File: src/rtl/hdmi_overlay_gen.sv
// Video timing generator with a single overlay window, colour-key and colour-bar modes.
// Every video output is registered one clock after the counter state it describes.
module hdmi_overlay_gen #(
    parameter int H_ACTIVE = 1920,
    parameter int H_FP     = 88,
    parameter int H_SYNC   = 44,
    parameter int H_BP     = 148,
    parameter int V_ACTIVE = 1080,
    parameter int V_FP     = 4,
    parameter int V_SYNC   = 5,
    parameter int V_BP     = 36,
    parameter bit HS_POL   = 1'b1,
    parameter bit VS_POL   = 1'b1,
    parameter int CNT_W    = 12,
    parameter int OVL_W    = 64,
    parameter int OVL_H    = 64
) (
    input  logic             clock,
    input  logic             reset,
    input  logic [1:0]       mode,
    input  logic [CNT_W-1:0] ovl_x,
    input  logic [CNT_W-1:0] ovl_y,
    input  logic [23:0]      bg_color,
    input  logic [23:0]      key_color,
    input  logic [23:0]      ovl_data,
    input  logic             ovl_valid,
    output logic             ovl_ready,
    input  logic             clear_underflow,
    output logic             DE,
    output logic             HSYNC,
    output logic             VSYNC,
    output logic [23:0]      data,
    output logic             frame_start,
    output logic             underflow
);

    typedef enum logic [1:0] {
        MODE_BG     = 2'd0,
        MODE_OPAQUE = 2'd1,
        MODE_KEY    = 2'd2,
        MODE_BARS   = 2'd3
    } mode_e;

    localparam int H_TOTAL = H_ACTIVE + H_FP + H_SYNC + H_BP;
    localparam int V_TOTAL = V_ACTIVE + V_FP + V_SYNC + V_BP;

    localparam logic [CNT_W-1:0] H_LAST   = CNT_W'(H_TOTAL - 1);
    localparam logic [CNT_W-1:0] V_LAST   = CNT_W'(V_TOTAL - 1);
    localparam logic [CNT_W-1:0] H_ACT    = CNT_W'(H_ACTIVE);
    localparam logic [CNT_W-1:0] V_ACT    = CNT_W'(V_ACTIVE);
    localparam logic [CNT_W-1:0] HS_START = CNT_W'(H_ACTIVE + H_FP);
    localparam logic [CNT_W-1:0] HS_END   = CNT_W'(H_ACTIVE + H_FP + H_SYNC);
    localparam logic [CNT_W-1:0] VS_START = CNT_W'(V_ACTIVE + V_FP);
    localparam logic [CNT_W-1:0] VS_END   = CNT_W'(V_ACTIVE + V_FP + V_SYNC);
    localparam logic [CNT_W-1:0] X_MAX    = CNT_W'(H_ACTIVE - OVL_W);
    localparam logic [CNT_W-1:0] Y_MAX    = CNT_W'(V_ACTIVE - OVL_H);
    localparam logic [CNT_W-1:0] BAR_W    = CNT_W'(H_ACTIVE / 8);
    localparam logic [CNT_W:0]   OVL_W_EXT = (CNT_W+1)'(OVL_W);
    localparam logic [CNT_W:0]   OVL_H_EXT = (CNT_W+1)'(OVL_H);

    logic [CNT_W-1:0] h_count, v_count;
    logic [CNT_W-1:0] x_clamped, y_clamped, sx_sh, sy_sh, sx, sy;
    logic [CNT_W-1:0] bar_idx;
    mode_e            mode_sh, cur_mode;
    logic             frame_origin, active, in_win, hsync, vsync, take, starve;
    logic [23:0]      bar_color, pixel;

    always_ff @(posedge clock) begin
        if (reset) begin
            h_count <= '0;
            v_count <= '0;
        end else if (h_count == H_LAST) begin
            h_count <= '0;
            v_count <= (v_count == V_LAST) ? '0 : v_count + 1'b1;
        end else begin
            h_count <= h_count + 1'b1;
        end
    end

    assign frame_origin = (h_count == '0) && (v_count == '0);
    assign x_clamped    = (ovl_x > X_MAX) ? X_MAX : ovl_x;
    assign y_clamped    = (ovl_y > Y_MAX) ? Y_MAX : ovl_y;

    always_ff @(posedge clock) begin
        if (reset || frame_origin) begin
            mode_sh <= mode_e'(mode);
            sx_sh   <= x_clamped;
            sy_sh   <= y_clamped;
        end
    end

    // The origin pixel already belongs to the new frame, so it sees the freshly captured values.
    always_comb begin
        cur_mode = mode_sh;
        sx       = sx_sh;
        sy       = sy_sh;
        if (frame_origin) begin
            cur_mode = mode_e'(mode);
            sx       = x_clamped;
            sy       = y_clamped;
        end
    end

    assign active = (h_count < H_ACT) && (v_count < V_ACT);
    assign hsync  = (h_count >= HS_START) && (h_count < HS_END);
    assign vsync  = (v_count >= VS_START) && (v_count < VS_END);
    assign in_win = active
                  && (h_count >= sx) && ({1'b0, h_count} < ({1'b0, sx} + OVL_W_EXT))
                  && (v_count >= sy) && ({1'b0, v_count} < ({1'b0, sy} + OVL_H_EXT));

    assign ovl_ready = in_win && ((cur_mode == MODE_OPAQUE) || (cur_mode == MODE_KEY));
    assign take      = ovl_ready && ovl_valid;
    assign starve    = ovl_ready && !ovl_valid;
    assign bar_idx   = h_count / BAR_W;

    always_comb begin
        bar_color = 24'h000000;
        case (bar_idx)
            CNT_W'(0): bar_color = 24'hFFFFFF;
            CNT_W'(1): bar_color = 24'hFFFF00;
            CNT_W'(2): bar_color = 24'h00FFFF;
            CNT_W'(3): bar_color = 24'h00FF00;
            CNT_W'(4): bar_color = 24'hFF00FF;
            CNT_W'(5): bar_color = 24'hFF0000;
            CNT_W'(6): bar_color = 24'h0000FF;
            default:   bar_color = 24'h000000;
        endcase
    end

    // A starved window pixel falls back to the background; the window still advances.
    always_comb begin
        pixel = 24'h000000;
        if (active) begin
            case (cur_mode)
                MODE_BG:     pixel = bg_color;
                MODE_OPAQUE: pixel = take ? ovl_data : bg_color;
                MODE_KEY:    pixel = (take && (ovl_data != key_color)) ? ovl_data : bg_color;
                default:     pixel = bar_color;
            endcase
        end
    end

    always_ff @(posedge clock) begin
        if (reset) begin
            DE          <= 1'b0;
            HSYNC       <= ~HS_POL;
            VSYNC       <= ~VS_POL;
            data        <= 24'h000000;
            frame_start <= 1'b0;
            underflow   <= 1'b0;
        end else begin
            DE          <= active;
            HSYNC       <= hsync ? HS_POL : ~HS_POL;
            VSYNC       <= vsync ? VS_POL : ~VS_POL;
            data        <= pixel;
            frame_start <= frame_origin;
            underflow   <= starve | (underflow & ~clear_underflow);
        end
    end

endmodule

File: config.mk
export PLATFORM = sky130hd
export DESIGN_NAME = hdmi_overlay_gen
export DESIGN_NICKNAME = d
export VERILOG_FILES = /design/src/rtl/hdmi_overlay_gen.sv
export SDC_FILE = /design/constraint.sdc
export NUM_CORES = 1
export LEC_CHECK = 0
export CORE_MARGIN = 1.5
export CORE_UTILIZATION = 30
export CTS_CLUSTER_DIAMETER = 100
export DETAILED_ROUTE_END_ITERATION = 10
export PLACE_DENSITY_LB_ADDON = 0.2
export SLEW_MARGIN = 25
export SYNTH_ARGS = -nofsm -noshare
export SYNTH_HDL_FRONTEND = slang
export SYNTH_SLANG_ARGS = --single-unit
File: constraint.sdc
create_clock -name clock -period 6.5 [get_ports clock]
set_input_delay 0.975 -clock clock [delete_from_list [all_inputs] [get_ports clock]]
set_output_delay 0.975 -clock clock [all_outputs]
set_load 0.02 [all_outputs]
==> results of run 1 <==
==> flip-flops by register name, indices dropped and copies added, names as in the netlist, 2 cells and up <==
| register | count |
|---|---|
| sy_sh | 12 |
| v_count | 12 |
| data | 24 |
| h_count | 12 |
| mode_sh | 2 |
| sx_sh | 12 |
==> worst max path at each step <==
stage | start | slack [ns] | cells after the start | end
detailed placement | ovl_x[0] | 0.40 | 17 | ovl_ready
global placement | ovl_x[0] | 0.51 | 17 | ovl_ready
floorplan | ovl_x[0] | 1.77 | 15 | ovl_ready
global route | v_count[0] | 0.05 | 17 | ovl_ready
CTS | v_count[0] | 0.31 | 17 | ovl_ready
finish | v_count[0] | 0.34 | 17 | ovl_ready
==> kinds of logic (layout without fill, tap and decap cells) <==
logic type / after synthesis / after routing / synth area share (%)
muxes: 46 / 46 / 8.11
DFF: 79 / 79 / 30.4
adders and majority gates: 48 / 48 / 9.91
AOI/OAI and AO/OA: 156 / 156 / 17.6
and+or+nand+nor: 258 / 259 / 22.2
other: 1 / 3 / 0.0619
buffers and inverters: 61 / 181 / 4.46
xor gates and xnor gates: 50 / 50 / 7.22
==> Yosys cell counts (all sizes together), types with 2 or more instances <==
cell and n:
and2 9, dfxtp 53, nor2b 4, a211oi 4, a221oi 2, nor3 10
o31ai 2, a41oi 17, a21boi 24, nand2 91, a31oi 11, edfxtp 26
xnor2 16, a21oi 22, nor4 8, o221ai 2, nand4 15, or3 12
nor4bb 2, ha 48, o2111ai 3, mux2 25, o221a 2, a21o 8
inv 23, o211ai 3, nand2b 2, nor2 46, clkbuf 20, xor2 34
or2 7, and3 31, mux2i 21, nand3 14, buf 18, nor3b 4
o21ai 41, o21a 5
==> through the flow <==
step                      instances  power (mW)  utilization [%]  instance area (um^2)  hold slack (ns)
after floorplan                 701       0.853                -                  6070            0.426
after global placement         1070        1.06             38.7                  7610            0.441
after detailed placement       1070        1.06             38.7                  7610            0.451
after CTS                      1086        1.66             40.5                  7950            0.466
after global routing           1087        1.73             40.6                  7970            0.519
final                          1087        1.64             40.6                  7970            0.465
==> worst max-delay path, delay by kind of cell, from the launching register on <==
family	cells	cell delay (ns)
mux	1	0.31
simple gates	4	1.22
xor+xnor	1	0.17
compound gates	5	1.23
flops	1	0.33
fa+ha+maj	3	0.67
buf+inv	3	0.90
==> power by group through the flow <==
| stage | logic (mW) | registers, mW | clock network [mW] |
|---|---|---|---|
| 2_1_floorplan | 0.237 | 0.616 | 0 |
| 3_3_place_gp | 0.473 | 0.582 | 0 |
| 3_5_place_dp | 0.473 | 0.583 | 0 |
| 4_1_cts | 0.475 | 0.572 | 0.616 |
| 5_1_grt | 0.524 | 0.576 | 0.630 |
| 6_report | 0.475 | 0.572 | 0.595 |
==> area by class of cell <==
class / count / area, um^2 / share of cell area [%]
Clock buffer: 11 / 233 / 2.92
Sequential cell: 79 / 1840 / 23.1
Tap cell: 265 / 332 / 4.16
Multi-Input combinational cell: 562 / 3980 / 49.9
Clock inverter: 5 / 106 / 1.33
Timing Repair Buffer: 142 / 1390 / 17.5
Inverter: 23 / 86.3 / 1.08
==> routing by layer <==
layer / track usage, % / up-vias
met5: 0 / -
li1: - / 2786
met2: 26.1 / 179
met1: 23.5 / 2533
met3: 3.90 / 11
met4: 4.23 / 0
==> run metrics, run 1 <==
Data arrival, critical path=5.19 ns; share of the synthesized area in the top cell type=17.5%; initial antenna violation count=0; global-route usage over all layers=16.8%; largest cells by area after synthesis=dfxtp_1 (18%), edfxtp_1 (13%), ha_1 (9.9%), nand2_1 (5.6%), xor2_1 (4.9%); initial standard-cell utilization of the core=30.8%; buffers from clock root to sink, at most=2; Reg clk slew, reported paths=0.06 ns; per-instance average area after synthesis=about 8.7 um^2; net switching power figure=between 0.4 and 0.5 mW; Setup WS post-layout=0.338 ns; number of search-and-repair iterations in the first detailed-routing pass=4; status=completed; commonest register cell after synthesis=dfxtp_1; end point of the most critical hold path=h_count[0]; origin of the critical flop-to-flop path=v_count[0]; Yosys reg bits=79; DR top layer=met4; DRC violation count after routing=0; total number of vias=about 5500; post-detailed-route wirelength per cell=16.2 um; worst reg-to-reg path cell count=18; warning count from the yosys run=0; internal power=about 1.2 mW; Clock Sink Count=approximately 80; number of enable-type register cells in the synthesized netlist=26; final hold violations=0; Setup-failing EPs final=0; largest area contributor in the synthesized netlist=dfxtp_1; total global routing overflow=0; Vert. Die Dim=145 um; required time at the worst-slack endpoint=5.52 ns; cell mode on critical path=ha_1; net count of the finished layout=967; FF-to-FF setup slack=1.18 ns; number of distinct library cells after synthesis=69; fraction of layout cells with a size suffix above 1=between 6 and 7%; half-perimeter wire length of the detailed placement result=13.1 mm; switching fraction of total power=29.6%; Slew headroom=41.1%; layout-stage area growth over the synthesis result=31.5%; worst reg2reg path endpoint=data[4]; post_cts resized=0; timing-limited maximum frequency=162 MHz; area of the core=approximately 20000 um^2; sequential fraction of the synthesis area=30.4%; met3 wire length=1.08 mm; filler cell count=around 2000; number of placement rows=51; met2 wire len=7.56 mm; worst-margin pin slew=0.883 ns; hold path depth=1; Post-CTS Repair Setup Buffers=0; worst-path cell chain=inv_1 > ha_1 > nor4bb_2 > nand4b_2 > nor2_8 > mux2i_1 > inv_1 > ha_1 > xor2_1 > ha_1 > a211o_1 > a21oi_1 > a21oi_1 > a221oi_1 > o221ai_2 > nor2_1 > clkdlybuf4s50_1; worst-path maximum fanout=11; sort of element at the start of the critical path=flop; Final TNS setup=0 ns; Setup Slack @ Placement=0.402 ns; most common library cell in the layout ignoring fill and taps=clkdlybuf4s50_1; clock tree from TritonCTS=done; worst-case vdd ir drop=142 uV; number of instances in the synthesized netlist=699; Syn Std Cell Area=6060 um^2; Post-DRT Antenna Nets=0; count of antenna diodes in the layout=0; count of maximum capacitance violations=0; area of the die=between 20000 and 25000 um^2; hold-fix buffer count after cts=0; wire length the detailed router placed on met1=8.74 mm; gp weighted congestion=0.827; startpoint of the worst hold path=h_count[0]; sum of routed wire length over all layers=between 15 and 20 mm; clock skew=0.0104 ns; number of placed I/O pins=132; Hold/Removal Path Class=reg2reg; total power divided by cell area=around 200 nW/um^2; number of vias per cell=between 5 and 6; TritonCTS Buffers=9; cell at the slowest stage of the critical path=clkdlybuf4s50_1; commonest cells after routing, fill and taps aside=clkdlybuf4s50_1 (131), nand2_1 (91), dfxtp_1 (53); Crit path largest cell delay=0.64 ns; start-to-end type of the worst setup path=reg2out; first-pass GRT wire length=between 20 and 30 mm; final max-slew violation count=0; part of the cycle the worst path needs=between 90% and 100%; number of global-route vias before repair=5322; H-tree levels=3; Critical Path Sink Type=output port; port bufs=131; Combinational Power Share=29.0%; pin count of the biggest net entering global routing=49; clock root buffer=clkbuf_16; crit path time final=6.16 ns; RSZ-0062 raised after global routing=no; starting DRC count in detailed routing=221; Sequential Power Share=roughly a third; Skew-Pair Late Insertion Delay=0.35 ns; cell leakage power=about 3.1 nW; power share of the clock group=36.2%; ys async rst share=0%; Horiz. Die Dim=about 150 um
(Power assumes the default switching activity.)
==> run 2: changes to the inputs <==
--- a/config.mk
+++ b/config.mk
@@ -10,6 +10,7 @@
 export CTS_CLUSTER_DIAMETER = 100
 export DETAILED_ROUTE_END_ITERATION = 10
 export PLACE_DENSITY_LB_ADDON = 0.2
+export SKIP_CTS_REPAIR_TIMING = 1
 export SLEW_MARGIN = 25
 export SYNTH_ARGS = -nofsm -noshare
 export SYNTH_HDL_FRONTEND = slang
==> results of run 2 <==
The final DEF is identical to that of run 1; final timing and power are the same.
